## config.mk

```make
export PLATFORM = sky130hd
export DESIGN_NAME = dcache_ctrl_flat
export DESIGN_NICKNAME = d
export VERILOG_FILES = /design/src/rtl/dcache_ctrl_if.sv /design/src/rtl/dcache_ctrl.sv /design/src/flat_wrapper.sv
export SDC_FILE = /design/constraint.sdc
export NUM_CORES = 1
export LEC_CHECK = 0
export BUFFER_PORTS_ARGS = -buffer_cell sky130_fd_sc_hd__buf_2
export CAP_MARGIN = 10
export CORE_MARGIN = 2
export CORE_UTILIZATION = 28
export DETAILED_ROUTE_END_ITERATION = 8
export GPL_TIMING_DRIVEN = 1
export SKIP_CTS_REPAIR_TIMING = 1
export SYNTH_ARGS = -nofsm -noshare
export SYNTH_HDL_FRONTEND = slang
export SYNTH_SLANG_ARGS = --single-unit
```

## constraint.sdc

```tcl
create_clock -name clk_i -period 5.59 [get_ports clk_i]
set_input_delay 1.118 -clock clk_i [delete_from_list [all_inputs] [get_ports clk_i]]
set_output_delay 1.118 -clock clk_i [all_outputs]
set_load 0.05 [all_outputs]
```

## src/rtl/dcache_ctrl_if.sv

```systemverilog
// Pipeline MEM-stage and backing-memory signals of the direct-mapped data cache.
// slave = cache controller view, master = surrounding pipeline/memory view.
interface dcache_ctrl_if;
  logic [31:0] addr_i;
  logic        memread_i;
  logic        memwrite_i;
  logic [31:0] data_i;
  logic [31:0] data_o;
  logic        stall_o;
  logic        mem_req_o;
  logic        mem_we_o;
  logic [31:0] mem_addr_o;
  logic [31:0] mem_wdata_o;
  logic        mem_ack_i;
  logic [31:0] mem_rdata_i;

  modport slave (
    input  addr_i, memread_i, memwrite_i, data_i, mem_ack_i, mem_rdata_i,
    output data_o, stall_o, mem_req_o, mem_we_o, mem_addr_o, mem_wdata_o
  );

  modport master (
    output addr_i, memread_i, memwrite_i, data_i, mem_ack_i, mem_rdata_i,
    input  data_o, stall_o, mem_req_o, mem_we_o, mem_addr_o, mem_wdata_o
  );
endinterface

```

## src/rtl/dcache_ctrl.sv

```systemverilog
// Direct-mapped, write-through, one-word-per-line data cache controller.
// Define DCACHE_WRITE_ALLOC_EN to install lines on write misses (default: no-write-allocate).
module dcache_ctrl #(
  parameter int unsigned LINES = 16
) (
  input  logic          clk_i,
  input  logic          rst_i,
  dcache_ctrl_if.slave  bus
);
  localparam int unsigned INDEX_W = $clog2(LINES);
  localparam int unsigned TAG_W   = 30 - INDEX_W;

  typedef enum logic [1:0] {IDLE, RD_WAIT, WR_WAIT, WR_DONE} state_t;

  state_t               state_q, state_d;
  logic [LINES-1:0]     valid_q;
  logic [TAG_W-1:0]     tag_q  [LINES];
  logic [31:0]          line_q [LINES];

  logic                 mem_req_q, mem_we_q;
  logic [31:0]          mem_addr_q, mem_wdata_q;

  logic [INDEX_W-1:0]   req_idx, ack_idx;
  logic [TAG_W-1:0]     req_tag, ack_tag;
  logic                 req_hit, ack_hit;
  logic                 stall, issue_rd, issue_wr, rd_ack, wr_ack;
  logic [31:0]          rdata;
  logic                 unused_addr_bits;

  assign unused_addr_bits = ^bus.addr_i[1:0];

  // Lookup uses the live MEM-stage address; line updates at ack use the latched request.
  assign req_idx = bus.addr_i[INDEX_W+1:2];
  assign req_tag = bus.addr_i[31:INDEX_W+2];
  assign req_hit = valid_q[req_idx] && (tag_q[req_idx] == req_tag);
  assign ack_idx = mem_addr_q[INDEX_W+1:2];
  assign ack_tag = mem_addr_q[31:INDEX_W+2];
  assign ack_hit = valid_q[ack_idx] && (tag_q[ack_idx] == ack_tag);

  assign rd_ack = (state_q == RD_WAIT) && bus.mem_ack_i;
  assign wr_ack = (state_q == WR_WAIT) && bus.mem_ack_i;

  always_comb begin
    state_d  = state_q;
    stall    = 1'b0;
    rdata    = '0;
    issue_rd = 1'b0;
    issue_wr = 1'b0;
    case (state_q)
      IDLE: begin
        if (bus.memwrite_i) begin
          stall    = 1'b1;
          issue_wr = 1'b1;
          state_d  = WR_WAIT;
        end else if (bus.memread_i) begin
          if (req_hit) begin
            rdata = line_q[req_idx];
          end else begin
            stall    = 1'b1;
            issue_rd = 1'b1;
            state_d  = RD_WAIT;
          end
        end
      end
      RD_WAIT: begin
        stall = 1'b1;
        if (bus.mem_ack_i) state_d = IDLE;
      end
      WR_WAIT: begin
        stall = 1'b1;
        if (bus.mem_ack_i) state_d = WR_DONE;
      end
      WR_DONE: state_d = IDLE;
      default: state_d = IDLE;
    endcase
  end

  // Combinational outputs are forced low while reset is held, whatever the inputs.
  assign bus.stall_o     = stall & rst_i;
  assign bus.data_o      = rdata & {32{rst_i}};
  assign bus.mem_req_o   = mem_req_q;
  assign bus.mem_we_o    = mem_we_q;
  assign bus.mem_addr_o  = mem_addr_q;
  assign bus.mem_wdata_o = mem_wdata_q;

  always_ff @(posedge clk_i or negedge rst_i) begin
    if (!rst_i) begin
      state_q     <= IDLE;
      valid_q     <= '0;
      mem_req_q   <= 1'b0;
      mem_we_q    <= 1'b0;
      mem_addr_q  <= '0;
      mem_wdata_q <= '0;
    end else begin
      state_q <= state_d;
      if (issue_rd) begin
        mem_req_q  <= 1'b1;
        mem_we_q   <= 1'b0;
        mem_addr_q <= {bus.addr_i[31:2], 2'b00};
      end
      if (issue_wr) begin
        mem_req_q   <= 1'b1;
        mem_we_q    <= 1'b1;
        mem_addr_q  <= {bus.addr_i[31:2], 2'b00};
        mem_wdata_q <= bus.data_i;
      end
      if (rd_ack || wr_ack) mem_req_q <= 1'b0;
      if (rd_ack) valid_q[ack_idx] <= 1'b1;
`ifdef DCACHE_WRITE_ALLOC_EN
      if (wr_ack) valid_q[ack_idx] <= 1'b1;
`endif
    end
  end

  always_ff @(posedge clk_i) begin
    if (rd_ack) begin
      line_q[ack_idx] <= bus.mem_rdata_i;
      tag_q[ack_idx]  <= ack_tag;
    end
`ifdef DCACHE_WRITE_ALLOC_EN
    else if (wr_ack) begin
      line_q[ack_idx] <= mem_wdata_q;
      tag_q[ack_idx]  <= ack_tag;
    end
`else
    else if (wr_ack && ack_hit) begin
      line_q[ack_idx] <= mem_wdata_q;
    end
`endif
  end
endmodule

```

## src/flat_wrapper.sv

```systemverilog
// flat-port wrapper written by rule: the top's interface ports become plain ports
module dcache_ctrl_flat 
#(
  parameter int unsigned LINES = 16
)
  (clk_i, rst_i, bus_addr_i, bus_memread_i, bus_memwrite_i, bus_data_i, bus_mem_ack_i, bus_mem_rdata_i, bus_data_o, bus_stall_o, bus_mem_req_o, bus_mem_we_o, bus_mem_addr_o, bus_mem_wdata_o);
  dcache_ctrl_if bus_i ();
  input  logic clk_i;
  input  logic rst_i;
  input wire logic [$bits(bus_i.addr_i)-1:0] bus_addr_i;
  input wire logic [$bits(bus_i.memread_i)-1:0] bus_memread_i;
  input wire logic [$bits(bus_i.memwrite_i)-1:0] bus_memwrite_i;
  input wire logic [$bits(bus_i.data_i)-1:0] bus_data_i;
  input wire logic [$bits(bus_i.mem_ack_i)-1:0] bus_mem_ack_i;
  input wire logic [$bits(bus_i.mem_rdata_i)-1:0] bus_mem_rdata_i;
  output wire logic [$bits(bus_i.data_o)-1:0] bus_data_o;
  output wire logic [$bits(bus_i.stall_o)-1:0] bus_stall_o;
  output wire logic [$bits(bus_i.mem_req_o)-1:0] bus_mem_req_o;
  output wire logic [$bits(bus_i.mem_we_o)-1:0] bus_mem_we_o;
  output wire logic [$bits(bus_i.mem_addr_o)-1:0] bus_mem_addr_o;
  output wire logic [$bits(bus_i.mem_wdata_o)-1:0] bus_mem_wdata_o;
  assign bus_i.addr_i = bus_addr_i;
  assign bus_i.memread_i = bus_memread_i;
  assign bus_i.memwrite_i = bus_memwrite_i;
  assign bus_i.data_i = bus_data_i;
  assign bus_i.mem_ack_i = bus_mem_ack_i;
  assign bus_i.mem_rdata_i = bus_mem_rdata_i;
  assign bus_data_o = bus_i.data_o;
  assign bus_stall_o = bus_i.stall_o;
  assign bus_mem_req_o = bus_i.mem_req_o;
  assign bus_mem_we_o = bus_i.mem_we_o;
  assign bus_mem_addr_o = bus_i.mem_addr_o;
  assign bus_mem_wdata_o = bus_i.mem_wdata_o;
  dcache_ctrl #(.LINES(LINES)) u_core (.clk_i(clk_i), .rst_i(rst_i), .bus(bus_i));
endmodule
```

---- Word level (Yosys, flattened, before mapping) ----
Memory sizes are Yosys's and may differ from the RTL's.
Cells that the tools add are included.
word-level totals
  register bits ........................... 84
  memory bits (writable) .................. 928
  input port bits ......................... 101
  output and inout bits ................... 99
  memories kept ........................... 2
operators by class
  $lt $le $gt $ge ......................... 3
  eq/ne operators ......................... 9
  multiplexer cells ....................... 37
  bitwise logic cells ..................... 4
  reductions and logical operators ........ 12
memory list
  memory         words  width  read ports  clocked after Yosys merged registers in  write ports  line               text
  u_core.line_q  16     32     1           0                                        1            dcache_ctrl.sv:18  logic [31:0] line_q [LINES];
  u_core.tag_q   16     26     2           0                                        1            dcache_ctrl.sv:17  logic [TAG_W-1:0] tag_q [LINES];
operators by type and width
  kind                count
  $mux 32             7
  $eq 26x26->1        2
  $and 32x32->32      1
  $mux 1              20
  $or 16x16->16       1
  $lt 4x5->1 const B  2
  $mux 2              5
  $bmux 1 s4          2
  $pmux 2 s4          1
  $logic_and 1x1->1   6
  $ne 3x3->1 const B  2
  $demux 1 s4         1
  $eq 2x2->1 const B  2
  $ge 4x1->1 const B  1
  $ne 2x2->1 const B  2
  $reduce_and 4->1    1
  $reduce_bool 3->1   1
  $eq 2x1->1 const B  1
  $logic_not 2->1     1
  $pmux 1 s2          1
  $reduce_bool 2->1   1
  $reduce_or 2->1     1
  $and 1x1->1         1
  $logic_or 1x1->1    1
  $or 1x1->1          1

---- Longest topological paths before layout ----
  word-level depth ........................ 10
  mapped depth ............................ 15

---- Least setup slack after synthesis ----
OpenSTA, ideal clock, no wires.
  path kind ............................... reg-to-reg
  from .................................... register u_core.mem_addr_q[2], in the netlist u_core.bus.mem_addr_o[2]
  to ...................................... memory u_core.line_q[10][0] (enable)
  data arrival time ....................... 5.555 ns
  data required time ...................... 5.120 ns
  path slack .............................. -0.435 ns
  cell stages (with the launch flop) ...... 14
  buffers on the path ..................... 5
  path through ............................ dfrtp_1 buf_6 buf_8 buf_6 buf_2 mux2i_1 a22oi_1 and3_1 a2111oi_0 nand2_1 a211oi_1 nand4_2 buf_6 a211oi_1
on the way
  word-level cells in the longest chain between the ends .. 8
ends and longest elaborated chain
  what                                         line                text
  start, declared                              dcache_ctrl.sv:21   logic [31:0] mem_addr_q, mem_wdata_q;
  start signal, assigned                       dcache_ctrl.sv:99   mem_addr_q <= {bus.addr_i[31:2], 2'b00};
  start signal, assigned                       dcache_ctrl.sv:104  mem_addr_q <= {bus.addr_i[31:2], 2'b00};
  $mem_v2 16x26 or $bmux 1 s4 (tied branches)  -
  $eq 26x26->1 or $mux 1 (tied branches)       dcache_ctrl.sv:38   assign ack_hit = valid_q[ack_idx] && (tag_q[ack_idx] == ack_tag);
  $logic_and 1x1->1                            dcache_ctrl.sv:38
  $logic_and 1x1->1                            dcache_ctrl.sv:126  else if (wr_ack && ack_hit) begin
  $mux 1                                       dcache_ctrl.sv:126
  $mux 1                                       dcache_ctrl.sv:116  if (rd_ack) begin
  $mux 1 (implied by the code)                 dcache_ctrl.sv:127  line_q[ack_idx] <= mem_wdata_q;
  $or 1x1->1 (no source line)                  -
  end, declared                                dcache_ctrl.sv:18
Parallel ways exist; a longest one is shown, timed or not. The select of a mux whose other input is x is not followed.

---- Worst setup path in the final report ----
  from .................................... input port bus_addr_i[2]
  to ...................................... output port bus_data_o[29]
on the way
  word-level cells in the longest chain between the ends .. 8
ends and longest elaborated chain
  what                                         line                text
  start, declared                              flat_wrapper.sv:10  input wire logic [$bits(bus_i.addr_i)-1:0] bus_addr_i;
  $mem_v2 16x26 or $bmux 1 s4 (tied branches)  -
  $eq 26x26->1 or $mux 1 (tied branches)       dcache_ctrl.sv:35   assign req_hit = valid_q[req_idx] && (tag_q[req_idx] == req_tag);
  $logic_and 1x1->1                            dcache_ctrl.sv:35
  $mux 32 *                                    dcache_ctrl.sv:56   if (req_hit) begin
  $mux 32 *                                    dcache_ctrl.sv:55   end else if (bus.memread_i) begin
  $mux 32 *                                    dcache_ctrl.sv:51   if (bus.memwrite_i) begin
  $mux 32 *                                    dcache_ctrl.sv:49   case (state_q)
  $and 32x32->32 *                             dcache_ctrl.sv:80   assign bus.data_o = rdata & {32{rst_i}};
  end, declared                                flat_wrapper.sv:16  output wire logic [$bits(bus_i.data_o)-1:0] bus_data_o;
Mark *: on every way between the ends. The rest lies on a longest branch, timed or not. The select of a mux whose other input is x is not followed.

==> flow_summary.ini <==
[timing]
relSlewSlack = 0.243
min_period_ps = 5560
fmax_ghz = 0.180
drv_slew = 0
finalCritPeriodShare = 0.995
setup_tns_ps = 0
hold_viol_final = 0
finClkSkew_ps = 83.5
fin_ws_ps = 30.7
worstMarginPinSlew_ps = 1130
finalSetupViolations = 0

[layout]
drive_gt1_frac = 0.340
mostFrequentLayoutCell = edfxtp_1
final_util = 0.335
area_growth_syn_to_layout_pct = 18.7
final_area_mm2 = 0.0540
fill_cells = 15261
nets = 2868
layout_common_cells = edfxtp_1 (928), mux4_2 (291), mux2i_1 (178), buf_2 (161), clkbuf_16 (110)

[cts]
clock_latency_ps = 750
cts.sinks = 1010
root_buffer = clkbuf_16
cts_tree = yes
numCtsBuffers = 109
clkTransAtPathRegs_ps = 70
clk_path_buf_depth = 3
cts_max_level = 3

[die]
core-area_mm2 = 0.161
die_y_um = 407
ios = 200
initial_core_util = 0.283
die_area_mm2 = 0.166
rows = 147
die_w_um = 407

[pwr]
combPwrFrac = 0.275
peakVddDrop_mv = 0.280
p_clk_frac = 0.304
p_int_mw = 15.6
swShare = 0.343
total_leakage_power_nw = 18.0
switchingPower_mw = 8.18
p_per_area_mw_per_mm2 = 441
seq_power_share = 0.421

[logic_synthesis]
ys_ff_latch = 1010
yosysUniqueCellTypes = 80
synth-async-reset-ratio = 0.0812
netlist_area_mm2 = 0.0455
syn_area_per_cell_um2 = 18.2
ys_seq_area_frac = 0.657
synth_edf_count = 928
ys.flop_type = edfxtp_1
synthesis.instances = 2496
ys_warn_count = 0

[grt]
grt_pass1_vias = 26487
antenna_found_initial = 16
grt-ovfl-total = 0
grt_max_degree = 129
met3_usage = 0.0416
busiest_layer = met2
grt_usage = 0.158
grt_pass1_wl_um = 192000
use_met2 = 0.245
grtUsageMet1 = 0.218

[route]
drt_first_iter_violations = 3020
viasPerCell = 5.22
routed-via-count = 26226
drc = 0
wl_per_cell_um = 26.9
first_pass_iters = 5
drt-total-wl_um = 135000
drtAntennaViolNets = 0

[placement]
place_area_mm2 = 0.0501
post-place-ws_ps = -63.4
numPortBuffers = 195
place_congestion = 0.851
dpl.hpwl_um = 80400

[critical_path]
critical_path_class = in -> out
startpoint_type = input pin
cp_data_required_time_ps = 4470
cp_max_fo = 16
crit_arrival_ps = 4440
critPathCaptureType = output pin

[min_path]
hold_path_class = in -> async

[outcome]
status = finished, final reports clean

[run]
cap_violations = 0
through the flow:
step	power [mW]	hold WS [ps]	instances
global placement	16.6	464	4806
finish	23.8	329	5026
floorplan	14.3	452	2497
CTS	23.9	269	5013
global route	24.7	303	5022
detailed placement	16.7	476	4806
Yosys cell counts (35+ instances only):
library cell | n | area share
nor2_1 | 35 | 0.0029
clkbuf_1 | 80 | 0.0066
mux2_2 | 55 | 0.014
mux4_2 | 290 | 0.14
nand2_1 | 47 | 0.0039
buf_2 | 44 | 0.0048
and2_1 | 64 | 0.0088
mux2i_1 | 181 | 0.040
o21ai_0 | 52 | 0.0057
nand3_1 | 50 | 0.0055
edfxtp_1 | 928 | 0.61
nor2b_1 | 53 | 0.0073
dfrtp_1 | 82 | 0.045
worst max-delay path: stages:
cell and delay (ps):
buf_16 170, buf_16 200, mux4_2 520, mux4_2 570, xnor2_2 210, nand4_1 130, or2_2 330, nor4_4 430
buf_12 190, clkbuf_16 190, and2_1 160, buf_6 160
routing by layer:
| metal | up-vias | part of all wire |
|---|---|---|
| met3 | 209 | 0.095 |
| met1 | 13816 | 0.42 |
| li1 | 10928 | - |
| met4 | 6 | 0.025 |
| met2 | 1267 | 0.46 |
| met5 | - | 0.00024 |
sequential cells by signal, summed over array words and instances, names as in the netlist:
signal and cells:
u_core.line_q 512, u_core.valid_q 16, u_core.bus.mem_req_o 1, u_core.tag_q 416, u_core.state_q 2, u_core.bus.mem_addr_o 30
u_core.bus.mem_we_o 1, u_core.bus.mem_wdata_o 32
worst paths after layout:
check,startpoint,endpoint,slack (ps),depth (start not counted)
worst max-delay path,bus_addr_i[2],bus_data_o[29],30,12
worst min-delay path,rst_i,u_core.bus.mem_wdata_o[17],330,1
worst max register to register,u_core.bus.mem_addr_o[2],u_core.line_q[8][3],670,10
worst min register to register,u_core.valid_q[0],u_core.valid_q[0],490,1
max in group asynchronous,rst_i,u_core.bus.mem_addr_o[2],3900,2
min in group clk_i,u_core.valid_q[0],u_core.valid_q[0],490,1
logic make-up after synthesis:
kind of cell / after synthesis / synth area share
multiplexers: 560 / 0.209
AO/OA/AOI/OAI: 309 / 0.0525
buffers and inverters: 192 / 0.0233
other: 1 / 0.0000824
flip-flops: 1010 / 0.657
XOR/XNOR: 55 / 0.0108
adder cells (fa/ha/maj): 4 / 0.00110
AND/OR/NAND/NOR: 365 / 0.0456
power by group through the flow:
stage          sequential, mW  clock [mW]  combinational [mW]
2_1_floorplan            10.7           0                3.60
3_3_place_gp             10.1           0                6.46
3_5_place_dp             10.2           0                6.49
4_1_cts                  10.0        7.38                6.51
5_1_grt                  10.1        7.68                6.88
6_report                 10.0        7.23                6.55
layout make-up:
cell class / instances / area, µm² / share of cell area
flip-flops and latches: 1010 / 29900 / 0.554
multi-input cells: 1295 / 14900 / 0.277
clock buffers: 147 / 2910 / 0.0539
repair buffers: 336 / 2750 / 0.0508
well taps: 2160 / 2700 / 0.0501
clock inverters: 60 / 699 / 0.0130
inverters: 11 / 43.8 / 0.000811
diodes: 7 / 17.5 / 0.000324
No activity file was read; power rests on OpenSTA's default activity.
